### config.mk
export PLATFORM = sky130hd
export DESIGN_NAME = spi_i2c_cmd_ctrl
export DESIGN_NICKNAME = d
export VERILOG_FILES = /design/src/rtl/spi_i2c_cmd_ctrl.sv
export SDC_FILE = /design/constraint.sdc
export NUM_CORES = 1
export LEC_CHECK = 0
export ABC_AREA = 1
export ABC_CLOCK_PERIOD_IN_PS = 1800
export CAP_MARGIN = 20
export CORE_MARGIN = 3
export CORE_UTILIZATION = 56
export CTS_BUF_LIST = sky130_fd_sc_hd__clkbuf_4
export DETAILED_ROUTE_END_ITERATION = 7
export PLACE_DENSITY = 0.86
export SETUP_SLACK_MARGIN = 0.02
export SYNTH_ARGS = -nofsm -noshare
export SYNTH_HDL_FRONTEND = slang
export SYNTH_SLANG_ARGS = --single-unit
### constraint.sdc
create_clock -name wr_clk_i -period 1.8 [get_ports wr_clk_i]
set_input_delay 0.54 -clock wr_clk_i [delete_from_list [all_inputs] [get_ports wr_clk_i]]
set_output_delay 0.54 -clock wr_clk_i [all_outputs]
set_load 0.005 [all_outputs]
### src/rtl/spi_i2c_cmd_ctrl.sv
`default_nettype none
// ============================================================================
// spi_i2c_cmd_ctrl : parses SPI command frames and sequences I2C START/ADDR/DATA/STOP.
// Optional response watchdog enabled by defining SPI_I2C_TIMEOUT_EN.
// Revision: 1.0
// ============================================================================
module spi_i2c_cmd_ctrl #(
    parameter int MAX_LEN     = 16,
    parameter int TIMEOUT_CYC = 1024
) (
    input  logic       wr_clk_i,
    input  logic       wr_rst_n_i,
    input  logic [7:0] rx_data_i,
    input  logic       rx_valid_i,
    input  logic       cs_n_sync_i,
    output logic       i2c_cmd_valid_o,
    input  logic       i2c_cmd_ready_i,
    output logic [1:0] i2c_cmd_o,
    output logic [7:0] i2c_wdata_o,
    output logic       i2c_last_o,
    input  logic       i2c_rsp_valid_i,
    input  logic [7:0] i2c_rsp_data_i,
    input  logic       i2c_rsp_ack_i,
    output logic [7:0] tx_data_o,
    output logic       tx_valid_o,
    output logic       busy_o,
    output logic       err_frame_o,
    output logic       err_nack_o,
    output logic       err_overrun_o,
    output logic       err_timeout_o
);

    localparam int AW = (MAX_LEN > 1) ? $clog2(MAX_LEN) : 1;
    localparam logic [1:0] c_cmd_start = 2'd0;
    localparam logic [1:0] c_cmd_write = 2'd1;
    localparam logic [1:0] c_cmd_read  = 2'd2;
    localparam logic [1:0] c_cmd_stop  = 2'd3;

    typedef enum logic [2:0] {
        S_IDLE, S_HDR, S_LEN, S_COLLECT, S_START, S_ADDR, S_XFER, S_STOP
    } state_t;

    state_t          state_q;
    logic            cs_prev_q;
    logic [7:0]      addr_rw_q;
    logic [7:0]      len_q;
    logic [AW-1:0]   widx_q;
    logic [AW-1:0]   ridx_q;
    logic            wait_q;
    logic            cmd_valid_q;
    logic [1:0]      cmd_q;
    logic [7:0]      wdata_q;
    logic            last_q;
    logic [7:0]      tx_data_q;
    logic            tx_valid_q;
    logic            busy_q;
    logic            err_frame_q;
    logic            err_nack_q;
    logic            err_overrun_q;
    logic [7:0]      buf_q [MAX_LEN];

    logic            w_exec;
    logic            w_buf_we;
    logic            w_len_bad;
    logic            w_col_last;
    logic            w_xfer_last;
    logic            w_rsp;
    logic [AW-1:0]   w_ridx_nxt;

    assign w_exec      = (state_q == S_START) || (state_q == S_ADDR) ||
                         (state_q == S_XFER)  || (state_q == S_STOP);
    assign w_buf_we    = (state_q == S_COLLECT) && rx_valid_i;
    assign w_len_bad   = (rx_data_i == 8'd0) || (rx_data_i > 8'(MAX_LEN));
    assign w_col_last  = (8'(widx_q) == (len_q - 8'd1));
    assign w_xfer_last = (8'(ridx_q) == (len_q - 8'd1));
    assign w_rsp       = wait_q && i2c_rsp_valid_i;
    assign w_ridx_nxt  = ridx_q + AW'(1);

    always_ff @(posedge wr_clk_i) begin
        if (w_buf_we) begin
            buf_q[widx_q] <= rx_data_i;
        end
    end

`ifdef SPI_I2C_TIMEOUT_EN
    localparam int TW = $clog2(TIMEOUT_CYC + 1);
    logic [TW-1:0] to_cnt_q;
    logic          err_timeout_q;
    assign err_timeout_o = err_timeout_q;
`else
    localparam int c_unused_timeout = TIMEOUT_CYC;
    assign err_timeout_o = 1'b0;
`endif

    always_ff @(posedge wr_clk_i or negedge wr_rst_n_i) begin
        if (!wr_rst_n_i) begin
            state_q       <= S_IDLE;
            cs_prev_q     <= 1'b1;
            addr_rw_q     <= 8'h00;
            len_q         <= 8'h00;
            widx_q        <= '0;
            ridx_q        <= '0;
            wait_q        <= 1'b0;
            cmd_valid_q   <= 1'b0;
            cmd_q         <= c_cmd_start;
            wdata_q       <= 8'h00;
            last_q        <= 1'b0;
            tx_data_q     <= 8'h00;
            tx_valid_q    <= 1'b0;
            busy_q        <= 1'b0;
            err_frame_q   <= 1'b0;
            err_nack_q    <= 1'b0;
            err_overrun_q <= 1'b0;
`ifdef SPI_I2C_TIMEOUT_EN
            to_cnt_q      <= '0;
            err_timeout_q <= 1'b0;
`endif
        end else begin
            cs_prev_q     <= cs_n_sync_i;
            tx_valid_q    <= 1'b0;
            err_frame_q   <= 1'b0;
            err_nack_q    <= 1'b0;
            err_overrun_q <= 1'b0;
`ifdef SPI_I2C_TIMEOUT_EN
            err_timeout_q <= 1'b0;
`endif
            if (cmd_valid_q && i2c_cmd_ready_i) begin
                cmd_valid_q <= 1'b0;
                wait_q      <= 1'b1;
            end
            if (w_exec && rx_valid_i) begin
                err_overrun_q <= 1'b1;
            end

            case (state_q)
                S_IDLE: begin
                    widx_q <= '0;
                    if (cs_prev_q && !cs_n_sync_i) begin
                        state_q <= S_HDR;
                        busy_q  <= 1'b1;
                    end else if (rx_valid_i && !cs_n_sync_i) begin
                        err_overrun_q <= 1'b1;
                    end
                end
                S_HDR: begin
                    if (cs_n_sync_i) begin
                        err_frame_q <= 1'b1;
                        state_q     <= S_IDLE;
                        busy_q      <= 1'b0;
                    end else if (rx_valid_i) begin
                        addr_rw_q <= rx_data_i;
                        state_q   <= S_LEN;
                    end
                end
                S_LEN: begin
                    // A read frame is complete with this byte, so a coincident cs_n rise is not an abort.
                    if (rx_valid_i && (w_len_bad || (cs_n_sync_i && !addr_rw_q[0]))) begin
                        err_frame_q <= 1'b1;
                        state_q     <= S_IDLE;
                        busy_q      <= 1'b0;
                    end else if (rx_valid_i && addr_rw_q[0]) begin
                        len_q       <= rx_data_i;
                        state_q     <= S_START;
                        cmd_valid_q <= 1'b1;
                        cmd_q       <= c_cmd_start;
                        wdata_q     <= 8'h00;
                        last_q      <= 1'b0;
                    end else if (rx_valid_i) begin
                        len_q   <= rx_data_i;
                        state_q <= S_COLLECT;
                    end else if (cs_n_sync_i) begin
                        err_frame_q <= 1'b1;
                        state_q     <= S_IDLE;
                        busy_q      <= 1'b0;
                    end
                end
                S_COLLECT: begin
                    if (rx_valid_i && w_col_last) begin
                        state_q     <= S_START;
                        cmd_valid_q <= 1'b1;
                        cmd_q       <= c_cmd_start;
                        wdata_q     <= 8'h00;
                        last_q      <= 1'b0;
                    end else if (cs_n_sync_i) begin
                        err_frame_q <= 1'b1;
                        state_q     <= S_IDLE;
                        busy_q      <= 1'b0;
                        widx_q      <= '0;
                    end else if (rx_valid_i) begin
                        widx_q <= widx_q + AW'(1);
                    end
                end
                S_START: begin
                    if (w_rsp) begin
                        wait_q      <= 1'b0;
                        state_q     <= S_ADDR;
                        cmd_valid_q <= 1'b1;
                        cmd_q       <= c_cmd_write;
                        wdata_q     <= addr_rw_q;
                    end
                end
                S_ADDR: begin
                    if (w_rsp) begin
                        wait_q      <= 1'b0;
                        cmd_valid_q <= 1'b1;
                        if (!i2c_rsp_ack_i) begin
                            err_nack_q <= 1'b1;
                            state_q    <= S_STOP;
                            cmd_q      <= c_cmd_stop;
                            wdata_q    <= 8'h00;
                        end else begin
                            state_q <= S_XFER;
                            ridx_q  <= '0;
                            if (addr_rw_q[0]) begin
                                cmd_q   <= c_cmd_read;
                                wdata_q <= 8'h00;
                                last_q  <= (len_q == 8'd1);
                            end else begin
                                cmd_q   <= c_cmd_write;
                                wdata_q <= buf_q[0];
                            end
                        end
                    end
                end
                S_XFER: begin
                    if (w_rsp) begin
                        wait_q      <= 1'b0;
                        cmd_valid_q <= 1'b1;
                        if (addr_rw_q[0]) begin
                            tx_data_q  <= i2c_rsp_data_i;
                            tx_valid_q <= 1'b1;
                        end
                        if ((!addr_rw_q[0] && !i2c_rsp_ack_i) || w_xfer_last) begin
                            err_nack_q <= !addr_rw_q[0] && !i2c_rsp_ack_i;
                            state_q    <= S_STOP;
                            cmd_q      <= c_cmd_stop;
                            wdata_q    <= 8'h00;
                            last_q     <= 1'b0;
                        end else begin
                            ridx_q  <= w_ridx_nxt;
                            wdata_q <= addr_rw_q[0] ? 8'h00 : buf_q[w_ridx_nxt];
                            last_q  <= addr_rw_q[0] && (8'(w_ridx_nxt) == (len_q - 8'd1));
                        end
                    end
                end
                S_STOP: begin
                    if (w_rsp) begin
                        wait_q  <= 1'b0;
                        state_q <= S_IDLE;
                        busy_q  <= 1'b0;
                    end
                end
                default: begin
                    state_q <= S_IDLE;
                    busy_q  <= 1'b0;
                end
            endcase

`ifdef SPI_I2C_TIMEOUT_EN
            // The master is unresponsive, so abandon the frame without issuing STOP.
            if (wait_q && !i2c_rsp_valid_i) begin
                if (to_cnt_q == TW'(TIMEOUT_CYC - 1)) begin
                    err_timeout_q <= 1'b1;
                    state_q       <= S_IDLE;
                    busy_q        <= 1'b0;
                    wait_q        <= 1'b0;
                    cmd_valid_q   <= 1'b0;
                    to_cnt_q      <= '0;
                end else begin
                    to_cnt_q <= to_cnt_q + TW'(1);
                end
            end else begin
                to_cnt_q <= '0;
            end
`endif
        end
    end

    assign i2c_cmd_valid_o = cmd_valid_q;
    assign i2c_cmd_o       = cmd_q;
    assign i2c_wdata_o     = wdata_q;
    assign i2c_last_o      = last_q;
    assign tx_data_o       = tx_data_q;
    assign tx_valid_o      = tx_valid_q;
    assign busy_o          = busy_q;
    assign err_frame_o     = err_frame_q;
    assign err_nack_o      = err_nack_q;
    assign err_overrun_o   = err_overrun_q;

endmodule
`default_nettype wire

==> results_dict.tcl <==
set metrics [dict create \
    setup_viol 24 \
    antenna_found_initial 0 \
    io_buffers 47 \
    period_minus_slack_ns 2.31 \
    worst_slack_ns -0.510 \
    first_pass_iters 8 \
    ys_top_cells_by_area "edfxtp_1 (46%), dfrtp_1 (16%), nand2_1 (7.7%)" \
    routed_wl_um 25100 \
    start_util_pct 57.4 \
    gp_congestion 0.940 \
    max_freq_mhz 433 \
    avgSynthCellArea_um2 9.78 \
    path_clk_slew_ns 0.16 \
    ant_nets 0 \
    coreArea_mm2 0.0146 \
    drive_gt1_share_pct 30.6 \
    r2r-start "ridx_q[0]" \
    row_count 44 \
    syn_inst 857 \
    period_share_pct 128 \
    ys.flop_type "edfxtp_1" \
    hold_viol_final 0 \
    grt_usage_pct 29.6 \
    async_flop_share_pct 29.7 \
    cp.required_ns 2.36 \
    max_slew_margin_pct 57.7 \
    cp-end-kind "flop" \
    clock_latency_ns 0.61 \
    synthTopCellsByCount "nand2_1 (172), nor2_1 (161), edfxtp_1 (128)" \
    crit_arrival_ns 2.87 \
    area_growth_pct 28.2 \
    p_switching_w 0.00177 \
    grt_max_degree 55 \
    num_vias 7404 \
    synthesis.nets 887 \
    dp_hpwl_um 15500 \
    finClkSkew_ns 0.0184 \
    violations "setup timing" \
    synth_edf_count 128 \
    whs_ns 0.435 \
    cts_tree "done" \
    routedWlPerCell_um 20.7 \
    ys_warn_count 0 \
    cts_buffer_depth 2 \
    vias_per_cell 6.10 \
    cts_sinks 182 \
    crit_fanout 7 \
    slew_violations 0 \
    p_per_area_mw_per_mm2 654 \
    layout.nets 1046 \
    intPower_w 0.00525 \
    rsz0062_at_grt "yes" \
    drc 0 \
    leakagePower_nw 4.43 \
    cts_buffers 17 \
    dieArea_mm2 0.0165 \
    tns_ns -4.88 \
    drt-initial-drc-count 976 \
    yosysMostFrequentCell "nand2_1" \
    vdd_ir_drop_max_v 0.000649 \
    io_pins 49 \
    htreeDepth 4 \
    syn_area_mm2 0.00838 \
    combPwrFrac_pct 3.7 \
    ys_types 38 \
    status "complete, but fails checks" \
    crit_type "flop to flop" \
    maxCapViolations 0 \
    clock_power_share_pct 32.2 \
    swShare_pct 25.2 \
    root_buffer "clkbuf_4" \
    synth.top_cell.area_share_pct 45.9 \
    die_h_um 128 \
    hp-class "input pin to asynchronous set/reset pin" \
    grt_pass1_vias 6876 \
    synth-seq-cells 182 \
    overflow 0 \
    grt_pass1_wl_um 37000 \
    total_power_w 0.00702 \
    startpoint "ridx_q[0]" \
    antenna_cells 0 \
    tightest_slew_ns 0.631 \
    synth_top_cell_by_area "edfxtp_1" \
    cp-start-kind "flop" \
    seq_area_frac_synth_pct 62.0 \
    p_seq_share_pct 64.2 \
    chipWidth_um 128 \
]
what timing repair did:
item | 4_1_cts | 5_1_grt
resized for setup | 165 | 77
gates cloned | 3 | 0
hold buffers | 1 | 0
pin swaps | 60 | 48
buffers inserted | 20 | 9
endpoints found under the setup margin | 106 | 166
endpoints found under the hold margin | 53 | 0
final cells by class:
cell class / count / area [µm²]
Clock buffer: 18 / 135
Multi-Input combinational cell: 582 / 3240
Inverter: 60 / 253
Tap cell: 184 / 230
Fill cell: 867 / 3840
Sequential cell: 182 / 5200
Clock inverter: 14 / 151
Timing Repair Buffer: 173 / 1530
worst max-delay path, cell delays in order, from the launching register on:
cell	delay (ns)
dfrtp_2	0.46
ha_4	0.30
buf_12	0.14
buf_6	0.10
o21ai_1	0.05
o211ai_1	0.36
nand3_2	0.17
nand2_2	0.12
nand2_1	0.07
o21bai_1	0.30
nand2_1	0.10
nand2_1	0.08
cells by family (layout without fill, tap and decap cells):
logic type                 count (synthesis)  after routing  synth area share [%]
buffers and inverters                     93            265                  5.00
AOI/OAI and AO/OA                        141            141                  9.76
and+or+nand+nor                          426            426                  21.2
other                                      1              1                0.0447
adders and majority gates                  7              7                  1.05
DFF                                      182            182                  62.0
xor gates and xnor gates                   7              7                 0.956
metal layers:
metal / track usage [%] / up-vias / routed length [µm] / share of wire [%]
li1: - / 3237 / - / -
met5: 0 / - / 0 / 0
met4: 12.3 / 0 / 1130 / 4.5
met2: 45.4 / 571 / 11800 / 47
met3: 6.35 / 111 / 3080 / 12
met1: 41.4 / 3485 / 9120 / 36
final timing paths:
check	end	slack, ns	cells past startpoint
min in group wr_clk_i	tx_data_o[1]	0.45	3
max in group asynchronous	cs_prev_q	1.05	3
worst max register to register	i2c_wdata_o[4]	-0.51	11
worst max-delay path	i2c_wdata_o[4]	-0.51	11
worst min-delay path	tx_data_o[1]	0.44	3
worst min register to register	tx_data_o[5]	0.48	2
sequential cells by signal, indices dropped and copies added, names as in the netlist:
name / count
i2c_cmd_o: 2
widx_q: 4
addr_rw_q: 8
ridx_q: 4
tx_valid_o: 1
i2c_cmd_valid_o: 1
wait_q: 1
err_nack_o: 1
i2c_wdata_o: 8
err_overrun_o: 1
i2c_last_o: 1
buf_q: 128
busy_o: 1
err_frame_o: 1
len_q: 8
cs_prev_q: 1
state_q: 3
tx_data_o: 8
power groups by stage:
stage,clock [W],combinational (W),sequential (W)
5_1_grt,0.00246,0.000274,0.00451
3_5_place_dp,0,0.000244,0.00460
4_1_cts,0.00226,0.000246,0.00451
3_3_place_gp,0,0.000238,0.00459
6_report,0.00226,0.000257,0.00451
2_1_floorplan,0,0.0000507,0.00459
metrics by stage:
step                      setup WS, ns  util (%)  std cells  cell area, µm²
after floorplan                -0.0409         -        857            8500
after global placement          -0.507      67.4       1149            9830
after detailed placement        -0.513      67.4       1149            9830
after CTS                       -0.241      72.5       1205           10600
after global routing            -0.490      73.6       1213           10700
final                           -0.510      73.6       1213           10700
cell usage in the layout, fill, tap and decap left out, drive strengths merged, types with 3 or more instances in the layout:
cell type	instances
nand2	177
ha	7
buf	138
a32o	8
xor2	3
inv	69
nor3	7
nand4	5
clkdlybuf4s50	21
o21bai	9
clkinvlp	3
edfxtp	128
o211ai	16
nand3	68
o21ai	98
nor2	167
dfrtp	53
a21oi	7
xnor2	4
clkbuf	30
No activity file was read; power rests on OpenSTA's default activity.
